**config.mk**
```make
export PLATFORM = sky130hd
export DESIGN_NAME = inta_sequencer
export DESIGN_NICKNAME = d
export VERILOG_FILES = /design/src/rtl/pic_pkg.sv /design/src/rtl/sync_ff.sv /design/src/rtl/inta_sequencer.sv
export SDC_FILE = /design/constraint.sdc
export NUM_CORES = 1
export LEC_CHECK = 0
export CORE_MARGIN = 2
export CORE_UTILIZATION = 46
export CTS_CLUSTER_SIZE = 24
export DETAILED_ROUTE_END_ITERATION = 12
export GPL_TIMING_DRIVEN = 0
export PLACE_DENSITY_LB_ADDON = 0.15
export SETUP_SLACK_MARGIN = 0.4
export SLEW_MARGIN = 5
export SYNTH_ARGS = -nofsm -noshare
export SYNTH_HDL_FRONTEND = slang
export SYNTH_SLANG_ARGS = --single-unit
export TNS_END_PERCENT = 1
```
**constraint.sdc**
```tcl
create_clock -name clk -period 1.6 [get_ports clk]
set_input_delay 0.32 -clock clk [delete_from_list [all_inputs] [get_ports clk]]
set_output_delay 0.32 -clock clk [all_outputs]
set_load 0.02 [all_outputs]
```
**src/rtl/pic_pkg.sv**
```systemverilog
// Shared definitions for the CPU-side 8259A acknowledge sequencer and the
// PIC_controlLogic test environment: vector width, default INTA timing and
// the sequencer state encoding.
package pic_pkg;

   // Width of the PIC data bus / interrupt vector.
   localparam int VEC_W = 8;

   // Default INTA timing (in clk cycles) and int_req synchroniser depth.
   localparam int DEF_INTA_LOW_CYCLES = 2;
   localparam int DEF_INTA_GAP_CYCLES = 2;
   localparam int DEF_SYNC_STAGES     = 2;

   // Sequencer states. IDLE is encoded as zero so a cleared register is safe.
   typedef enum logic [2:0] {
      IDLE    = 3'd0,
      ARM     = 3'd1,
      P1_LOW  = 3'd2,
      GAP     = 3'd3,
      P2_LOW  = 3'd4,
      PRESENT = 3'd5
   } inta_state_t;

   // Larger of two integers; used to size the shared phase counter.
   function automatic int max_int(input int a, input int b);
      return (a > b) ? a : b;
   endfunction

endpackage

```
**src/rtl/sync_ff.sv**
```systemverilog
// N-stage flip-flop synchroniser with asynchronous active-high clear.
// Brings an asynchronous level into the clk domain; output is the last stage.
module sync_ff #(
   parameter int N = 2
) (
   input  logic clk,
   input  logic rst,
   input  logic d,
   output logic q
);

   logic [N-1:0] stage_r;

   // Shift the asynchronous input through N flops; reset clears every stage.
   always_ff @(posedge clk or posedge rst) begin
      if (rst) begin
         stage_r <= {N{1'b0}};
      end else begin
         stage_r <= {stage_r[N-2:0], d};
      end
   end

   assign q = stage_r[N-1];

endmodule

```
**src/rtl/inta_sequencer.sv**
```systemverilog
// CPU-side initiator of the 8259A INT/INTA handshake (8086 mode).
// Qualifies the synchronised INT line, issues two active-low INTA pulses,
// samples the vector on the last low cycle of pulse 2 and offers it to the
// core over a valid/ready handshake. All outputs come straight from flops.
module inta_sequencer
   import pic_pkg::*;
#(
   parameter int INTA_LOW_CYCLES = DEF_INTA_LOW_CYCLES,
   parameter int INTA_GAP_CYCLES = DEF_INTA_GAP_CYCLES,
   parameter int SYNC_STAGES     = DEF_SYNC_STAGES
) (
   input  logic             clk,
   input  logic             rst,
   input  logic             int_req,
   input  logic             intr_enable,
   input  logic [VEC_W-1:0] pic_data,
   input  logic             pic_data_oe,
   output logic             inta_n,
   output logic [VEC_W-1:0] vector,
   output logic             vector_valid,
   input  logic             vector_ready,
   output logic             spurious,
   output logic             bus_err,
   output logic             busy
);

   // One down-counter serves every timed phase; it holds "cycles left - 1".
   localparam int CNT_MAX = max_int(INTA_LOW_CYCLES, INTA_GAP_CYCLES);
   localparam int CNT_W   = $clog2(CNT_MAX + 1);

   localparam logic [CNT_W-1:0] CNT_ZERO = {CNT_W{1'b0}};
   localparam logic [CNT_W-1:0] CNT_ONE  = CNT_W'(1);
   localparam logic [CNT_W-1:0] LOW_LOAD = CNT_W'(INTA_LOW_CYCLES - 1);
   localparam logic [CNT_W-1:0] GAP_LOAD = CNT_W'(INTA_GAP_CYCLES - 1);

   logic             int_s;
   logic             cnt_done_s;
   inta_state_t      state_r;
   logic [CNT_W-1:0] cnt_r;

   // int_req is asynchronous to clk; every decision below uses int_s only.
   sync_ff #(
      .N (SYNC_STAGES)
   ) u_int_sync (
      .clk (clk),
      .rst (rst),
      .d   (int_req),
      .q   (int_s)
   );

   assign cnt_done_s = (cnt_r == CNT_ZERO);

   // Sequencer FSM: state, phase counter, INTA line, vector register and flags.
   always_ff @(posedge clk or posedge rst) begin
      if (rst) begin
         state_r      <= IDLE;
         cnt_r        <= CNT_ZERO;
         inta_n       <= 1'b1;
         vector       <= {VEC_W{1'b0}};
         vector_valid <= 1'b0;
         spurious     <= 1'b0;
         bus_err      <= 1'b0;
         busy         <= 1'b0;
      end else begin
         // Status pulses last exactly one cycle unless re-asserted below.
         spurious <= 1'b0;
         bus_err  <= 1'b0;

         case (state_r)
            IDLE: begin
               inta_n <= 1'b1;
               if (int_s && intr_enable) begin
                  state_r <= ARM;
                  cnt_r   <= CNT_ZERO;
                  busy    <= 1'b1;
               end else begin
                  state_r <= IDLE;
                  busy    <= 1'b0;
               end
            end

            // One qualification cycle: INT must still be present.
            ARM: begin
               if (int_s) begin
                  state_r <= P1_LOW;
                  cnt_r   <= LOW_LOAD;
                  inta_n  <= 1'b0;
               end else begin
                  state_r  <= IDLE;
                  cnt_r    <= CNT_ZERO;
                  spurious <= 1'b1;
                  busy     <= 1'b0;
               end
            end

            // The PIC freezes priority on pulse 1, so from here on int_s and
            // intr_enable are ignored and pulse 2 always follows.
            P1_LOW: begin
               if (cnt_done_s) begin
                  state_r <= GAP;
                  cnt_r   <= GAP_LOAD;
                  inta_n  <= 1'b1;
               end else begin
                  cnt_r <= cnt_r - CNT_ONE;
               end
            end

            GAP: begin
               if (cnt_done_s) begin
                  state_r <= P2_LOW;
                  cnt_r   <= LOW_LOAD;
                  inta_n  <= 1'b0;
               end else begin
                  cnt_r <= cnt_r - CNT_ONE;
               end
            end

            // Capture on the last low cycle; a silent bus leaves vector intact.
            P2_LOW: begin
               if (cnt_done_s) begin
                  inta_n <= 1'b1;
                  cnt_r  <= CNT_ZERO;
                  if (pic_data_oe) begin
                     vector       <= pic_data;
                     vector_valid <= 1'b1;
                     state_r      <= PRESENT;
                  end else begin
                     bus_err <= 1'b1;
                     state_r <= IDLE;
                     busy    <= 1'b0;
                  end
               end else begin
                  cnt_r <= cnt_r - CNT_ONE;
               end
            end

            // Hold the vector until the core takes it; new INTs wait here.
            PRESENT: begin
               if (vector_valid && vector_ready) begin
                  vector_valid <= 1'b0;
                  state_r      <= IDLE;
                  cnt_r        <= CNT_ZERO;
                  busy         <= 1'b0;
               end else begin
                  state_r <= PRESENT;
               end
            end

            default: begin
               state_r      <= IDLE;
               cnt_r        <= CNT_ZERO;
               inta_n       <= 1'b1;
               vector_valid <= 1'b0;
               busy         <= 1'b0;
            end
         endcase
      end
   end

endmodule

```
==> results of run 1 <==
## cells by family after synthesis
kind of cell,Yosys count,share of synthesized area
AOI/OAI and AO/OA,23,0.1654
muxes,8,0.09375
and+or+nand+nor,26,0.1797
buffers and inverters,9,0.03907
DFF,20,0.5221
## power by group through the flow
| stage | sequential, mW | combinational (mW) | clock, mW |
|---|---|---|---|
| global placement | 0.846 | 1.19 | 0 |
| CTS | 0.842 | 1.30 | 0.301 |
| global route | 0.876 | 1.53 | 0.320 |
| detailed placement | 0.860 | 1.21 | 0 |
| finish | 0.853 | 1.43 | 0.290 |
| floorplan | 1.00 | 0.604 | 0 |
## routing by layer
metal,vias to the layer above,wire length [um],GRT usage
met1,424,962,0.2639
li1,391,-,-
met2,36,1201,0.3489
met5,-,0,0
met4,0,33,0.07407
met3,4,130,0.04545
## through the flow
step	std cells	power, mW
6_report	149	2.572
5_1_grt	149	2.730
4_1_cts	149	2.444
3_5_place_dp	139	2.065
3_3_place_gp	139	2.040
2_1_floorplan	86	1.608
## registers in the layout, indices dropped and copies added, names as in the netlist
register            flops
inta_n                  1
busy                    1
bus_err                 1
spurious                1
vector                  8
state_r                 3
u_int_sync.stage_r      2
cnt_r                   2
vector_valid            1
## timing repair
item,4_1_cts,5_1_grt
gates resized for setup,32,16
buffers inserted,6,0
endpoints found under the setup margin,30,31
pin swaps,2,4
## how the worst min path moves through the flow
stage	startpoint	endpoint	slack, ps	depth (start not counted)
global route	u_int_sync.stage_r[0]	u_int_sync.stage_r[1]	370	0
detailed placement	u_int_sync.stage_r[0]	u_int_sync.stage_r[1]	340	0
CTS	u_int_sync.stage_r[0]	u_int_sync.stage_r[1]	360	0
floorplan	rst	bus_err	280	1
global placement	u_int_sync.stage_r[0]	u_int_sync.stage_r[1]	330	0
finish	u_int_sync.stage_r[0]	u_int_sync.stage_r[1]	360	0
## layout by cell type, fill, tap and decap left out, drive strengths merged, types with 4 or more instances in the layout
cell and n:
o21ai 5, mux2 8, dlygate4sd2 6, clkdlybuf4s50 13, buf 10, clkbuf 5, clkdlybuf4s15 6, inv 5
dfrtp 19, nand3 4, nor2b 4
## area by class of cell
type                    instances  area [um2]  share of cell area
flip-flops and latches         20       505.5              0.3553
multi-input cells              57       494.2              0.3474
repair buffers                 32       297.8              0.2093
clock buffers                   4       36.28             0.02551
plain buffers                   4       36.28             0.02551
well taps                      27       33.78             0.02375
inverters                       5       18.77             0.01319
==> results.md, run 1 <==
- Ports: 27
- Yosys top cell area share: 0.4948
- Overflow left after global routing: 0
- Post-synth EDFFs: 0
- Critical Path Stages: 5
- Net count, final: around 140
- # port buffers: 26
- Post-place setup slack: -28.73 ps
- Clock Tree Root: clkbuf_4
- GRT Total Usage: 0.2082
- Area leader, netlist: dfrtp_1
- Final Max Tran Viols: 0
- Clock buffer depth: 2
- RSZ-0062 raised after global routing: true
- CTS H-Tree Depth: 1
- Worst rel slew slack: 0.4966
- Synthesized area per cell: about 11 um2
- Critical R2R Launch: state_r[0]
- Core ar.: 0.001962 mm2
- Final Critical Period: roughly 1300 ps
- Post-DRT Antenna Nets: 0
- Die X: 49.71 um
- Die footprint: 0.002471 mm2
- R2R depth: 5
- Startpoint Class: flip-flop
- Outcome: finished, final reports clean
- Placed Area: ~0.0013 mm2
- Worst EP required: 1780 ps
- Vias per inst: between 5 and 6
- Number of global-route vias before repair: 834
- YS warnings: 0
- Gate count of the mapped netlist: 86
- Synth Net Count: 100
- Critical Path Sink: cnt_r[0]
- Endpoints failing setup: 0
- Leak Pwr: around 0.6 nW
- N_diodes: 0
- R2r endpoint: cnt_r[0]
- Reg2Reg Setup Slack: 270 ps
- Largest net degree at the start of global routing: 21
- Ys async rst share: 1.000
- Min-Delay Path Class: flip-flop to flip-flop
- Net Sw Frac: 0.4076
- Drt total wl: 2.328 mm
- Kind of critical path: flip-flop to flip-flop
- Sw power: 1.048 mW
- Peak Freq: roughly 0.75 GHz
- Worst Setup SP: state_r[0]
- Largest stage delay on the critical path: between 400 and 500 ps
- Max_cap viols: 0
- Max VDD drop: between 0.001 and 0.0015 V
- Total internal power: approximately 1.5 mW
- Gpl congestion: 0.9077
- Setup crit end kind: flip-flop
- Cell variety after synth: 31
- Filler Cell Count: 165
- Commonest cells post-synth: 19 x dfrtp_1, 8 x mux2_2, 5 x inv_1, 5 x o21ai_0, 4 x nor2b_1
- Synthesis-to-layout area growth: 48.05%
- Skew final: 2.859 ps
- CP max FO: 5
- Min setup slack post-route: 267.2 ps
- Actual slew at the worst max-slew pin: between 700 and 800 ps
- Logic pwr share: 0.555
- Starting Density: 0.4898
- CTS Buf Count: 3
- Hold buffers post-CTS: 0
- Power per cell area: about 1800 mW/mm2
- Detailed Place HPWL: around 1.5 mm
- Hold slack: between 300 and 400 ps
- Design area: 0.001423 mm2
- Average routed wire per standard cell: 15.62 um
- Most common flop cell mapped by yosys: dfrtp_1
- Worst skew pair latency: 300 ps
- WP buf/inv: 2
- Yosys reg bits: 20
- Die span in y: 49.71 um
- Mapped cell area: 960.9 um2
- Drt first pass iters: 4
- Reg power frac: 0.332
- Via count: 855
- Slowest cell on the critical path: dfrtp_2
- Initial drt markers: 11
- Crit path max-delay family: flip-flops
- Final worst-path cycle share: 0.8330
- Initial antenna violation count: 0
- Post-synthesis sequential area ratio: 0.5221
- CTS tree: built
- Row cnt: 16
- Number of remaining DRC errors: 0
- Clock transition at path regs: 110 ps
- Count leader, synth: dfrtp_1
- Clk sinks: 20
- Hold Fails Final Rpt: 0
- Setup TNS: 0 ps
- Fraction of layout cells with a size suffix above 1: 0.3361
- CP Data Arrival Time: 1520 ps
- Crit path cell chain: buf_8 -> buf_6 -> and3b_1 -> a31oi_2 -> o221ai_2
- Global-route wire length before repair: approximately 3.9 mm
- Final Util: 0.7251
- Most area-consuming cells after synthesis: dfrtp_1 49%, mux2_2 9.4%, dfstp_2 2.7%, a32oi_1 2.7%, nor2b_1 2.6%
- Clk network pwr share: 0.113
Power figures use the tool's default switching activity.
==> run 2: changes to the inputs <==
- CORE_UTILIZATION: 46 -> 41
- clock period: 1.6 -> 1.2 ns (I/O delays scaled with it)
==> run 2 against run 1 <==
  * The flow now finishes with violations (negative setup slack)
  * Sequential power is 37% higher
  * First-iteration DRC count up 27%
  * Clock skew is 1.6 ps lower
  * Utilization decreased by 7.5 points
  * Critical path depth shrank 2
  * Fmax fell by 0.40%
  * Via count down 5.1%
  * Clock power is 33% higher
  * Sequential share of layout area down 0.20 points
==> results.md, run 2 (synthesis gave the netlist of run 1 again) <==
- Outcome: finished, violations left
- Failing checks: negative setup slack
- Max_cap viols: 0
- CP Data Arrival Time: 1530 ps
- Detailed Place HPWL: about 1.4 mm
- Largest register FFs: 8
- Initial antenna violation count: 0
- Post-DRT Antenna Nets: 0
- Clock buffer depth: 2
- Commonest cells after routing, fill and taps aside: 14 x dfrtp_1, 13 x clkdlybuf4s50_1, 11 x buf_6
- Die X: 52.41 um
- # port buffers: 26
- Via count: 811
- Crit path cell chain: nor3b_4 -> nand3_4 -> mux2_2
- Largest net degree at the start of global routing: 21
- Slowest cell on the critical path: dfrtp_2
- Global-route wire length before repair: 3.505 mm
- Row cnt: 17
- Min setup slack post-route: -138.2 ps
- Peak Freq: 0.7473 GHz
- Startpoint Class: flip-flop
- Synthesis-to-layout area growth: 49.61%
- Final Max Tran Viols: 0
- Number of global-route vias before repair: 812
- Core ar.: 0.002212 mm2
- Leak Pwr: approximately 0.6 nW
- Net count, final: 137
- Drt total wl: 2.212 mm
- Gpl congestion: 0.9229
- Vias per inst: 5.407
- Min-Delay Path Class: input pin to asynchronous set/reset pin
- Clock transition at path regs: 110 ps
- GRT Total Usage: 0.1753
- Final Util: 0.6499
- Average routed wire per standard cell: 14.75 um
- Most flops, register: vector
- Initial drt markers: 14
- Worst skew pair latency: approximately 290 ps
- Filler Cell Count: 198
- Placed Area: 0.001266 mm2
- Final worst-path cycle share: 1.115
- Max VDD drop: 0.001318 V
- N_diodes: 0
- Number of remaining DRC errors: 0
- Clk sinks: 20
- CP max FO: 8
- Actual slew at the worst max-slew pin: 441.6 ps
- Endpoints failing setup: 16
- CTS tree: built
- Commonest non-fill, non-tap cell in the layout: dfrtp_1
- Drt first pass iters: 4
- Post-place setup slack: -313.9 ps
- Design area: 0.001438 mm2
- Hold slack: 297.6 ps
- Clock Tree Root: clkbuf_4
- Hold Fails Final Rpt: 0
- Die footprint: 0.002747 mm2
- Fraction of layout cells with a size suffix above 1: 0.4590
- Skew final: 1.273 ps
- Ports: 27
- Power per cell area: around 2500 mW/mm2
- Worst rel slew slack: 0.7050
- CTS H-Tree Depth: 1
- Final Critical Period: 1338 ps
- Overflow left after global routing: 0
- Starting Density: 0.4344
- Worst EP required: between 1000 and 1500 ps
- Largest stage delay on the critical path: approximately 460 ps
- RSZ-0062 raised after global routing: true
- Top flop regs: vector: 8 flops, state_r: 3 flops
- Setup crit end kind: flip-flop
- Kind of critical path: flip-flop to flip-flop
- Total power: between 3 and 4 mW
- Die span in y: ~52 um
- CTS Buf Count: 3
run 2: area by class of cell:
type | count | area [um2] | share of cell area
plain buffers | 4 | 35.03 | 0.02437
inverters | 5 | 22.52 | 0.01567
repair buffers | 32 | 306.5 | 0.2132
flip-flops and latches | 20 | 508.0 | 0.3534
well taps | 28 | 35.03 | 0.02437
multi-input cells | 57 | 494.2 | 0.3438
clock buffers | 4 | 36.28 | 0.02524
run 2: path summary, 6_finish.rpt:
kind | start | endpoint | slack, ps | cells after the start
setup / recovery | state_r[0] | vector[2] | -140 | 3
hold / removal | rst | vector[1] | 300 | 2
setup reg to reg | state_r[0] | vector[2] | -140 | 3
hold reg to reg | u_int_sync.stage_r[0] | u_int_sync.stage_r[1] | 360 | 0
max in group asynchronous | rst | inta_n | 590 | 2
min in group clk | u_int_sync.stage_r[0] | u_int_sync.stage_r[1] | 360 | 0
run 2: power by group:
group / total (mW) / internal [mW] / leakage (nW) / switching [mW]
clock: 0.387 / 0.185 / 0.0210 / 0.203
combinational: 1.97 / 0.984 / 0.337 / 0.986
sequential: 1.17 / 0.943 / 0.244 / 0.225
run 2: through the flow:
stage,TNS [ps],std cells
after floorplan,-747.5,86
after global placement,-4244,140
after detailed placement,-4913,140
after CTS,-1707,150
after global routing,-2477,150
final,-1662,150
run 2: layer usage:
metal / part of all wire / GRT usage
met4: 0.0063 / 0.07265
met5: 0 / 0
met2: 0.52 / 0.2979
met1: 0.43 / 0.2136
met3: 0.037 / 0.03714
run 2: timing repair:
action                                  CTS  global route
endpoints found under the setup margin   51            31
hold buffers                              0             0
resized for setup                        84            15
pin swaps                                 4             1
gates cloned                              2             0
setup buffers                             4             0
run 2: critical path: cells and delay by family, from the launching register on:
kind	cells	cell delay, ps
AND/OR/NAND/NOR	2	470
flip-flops	1	460
multiplexers	1	310
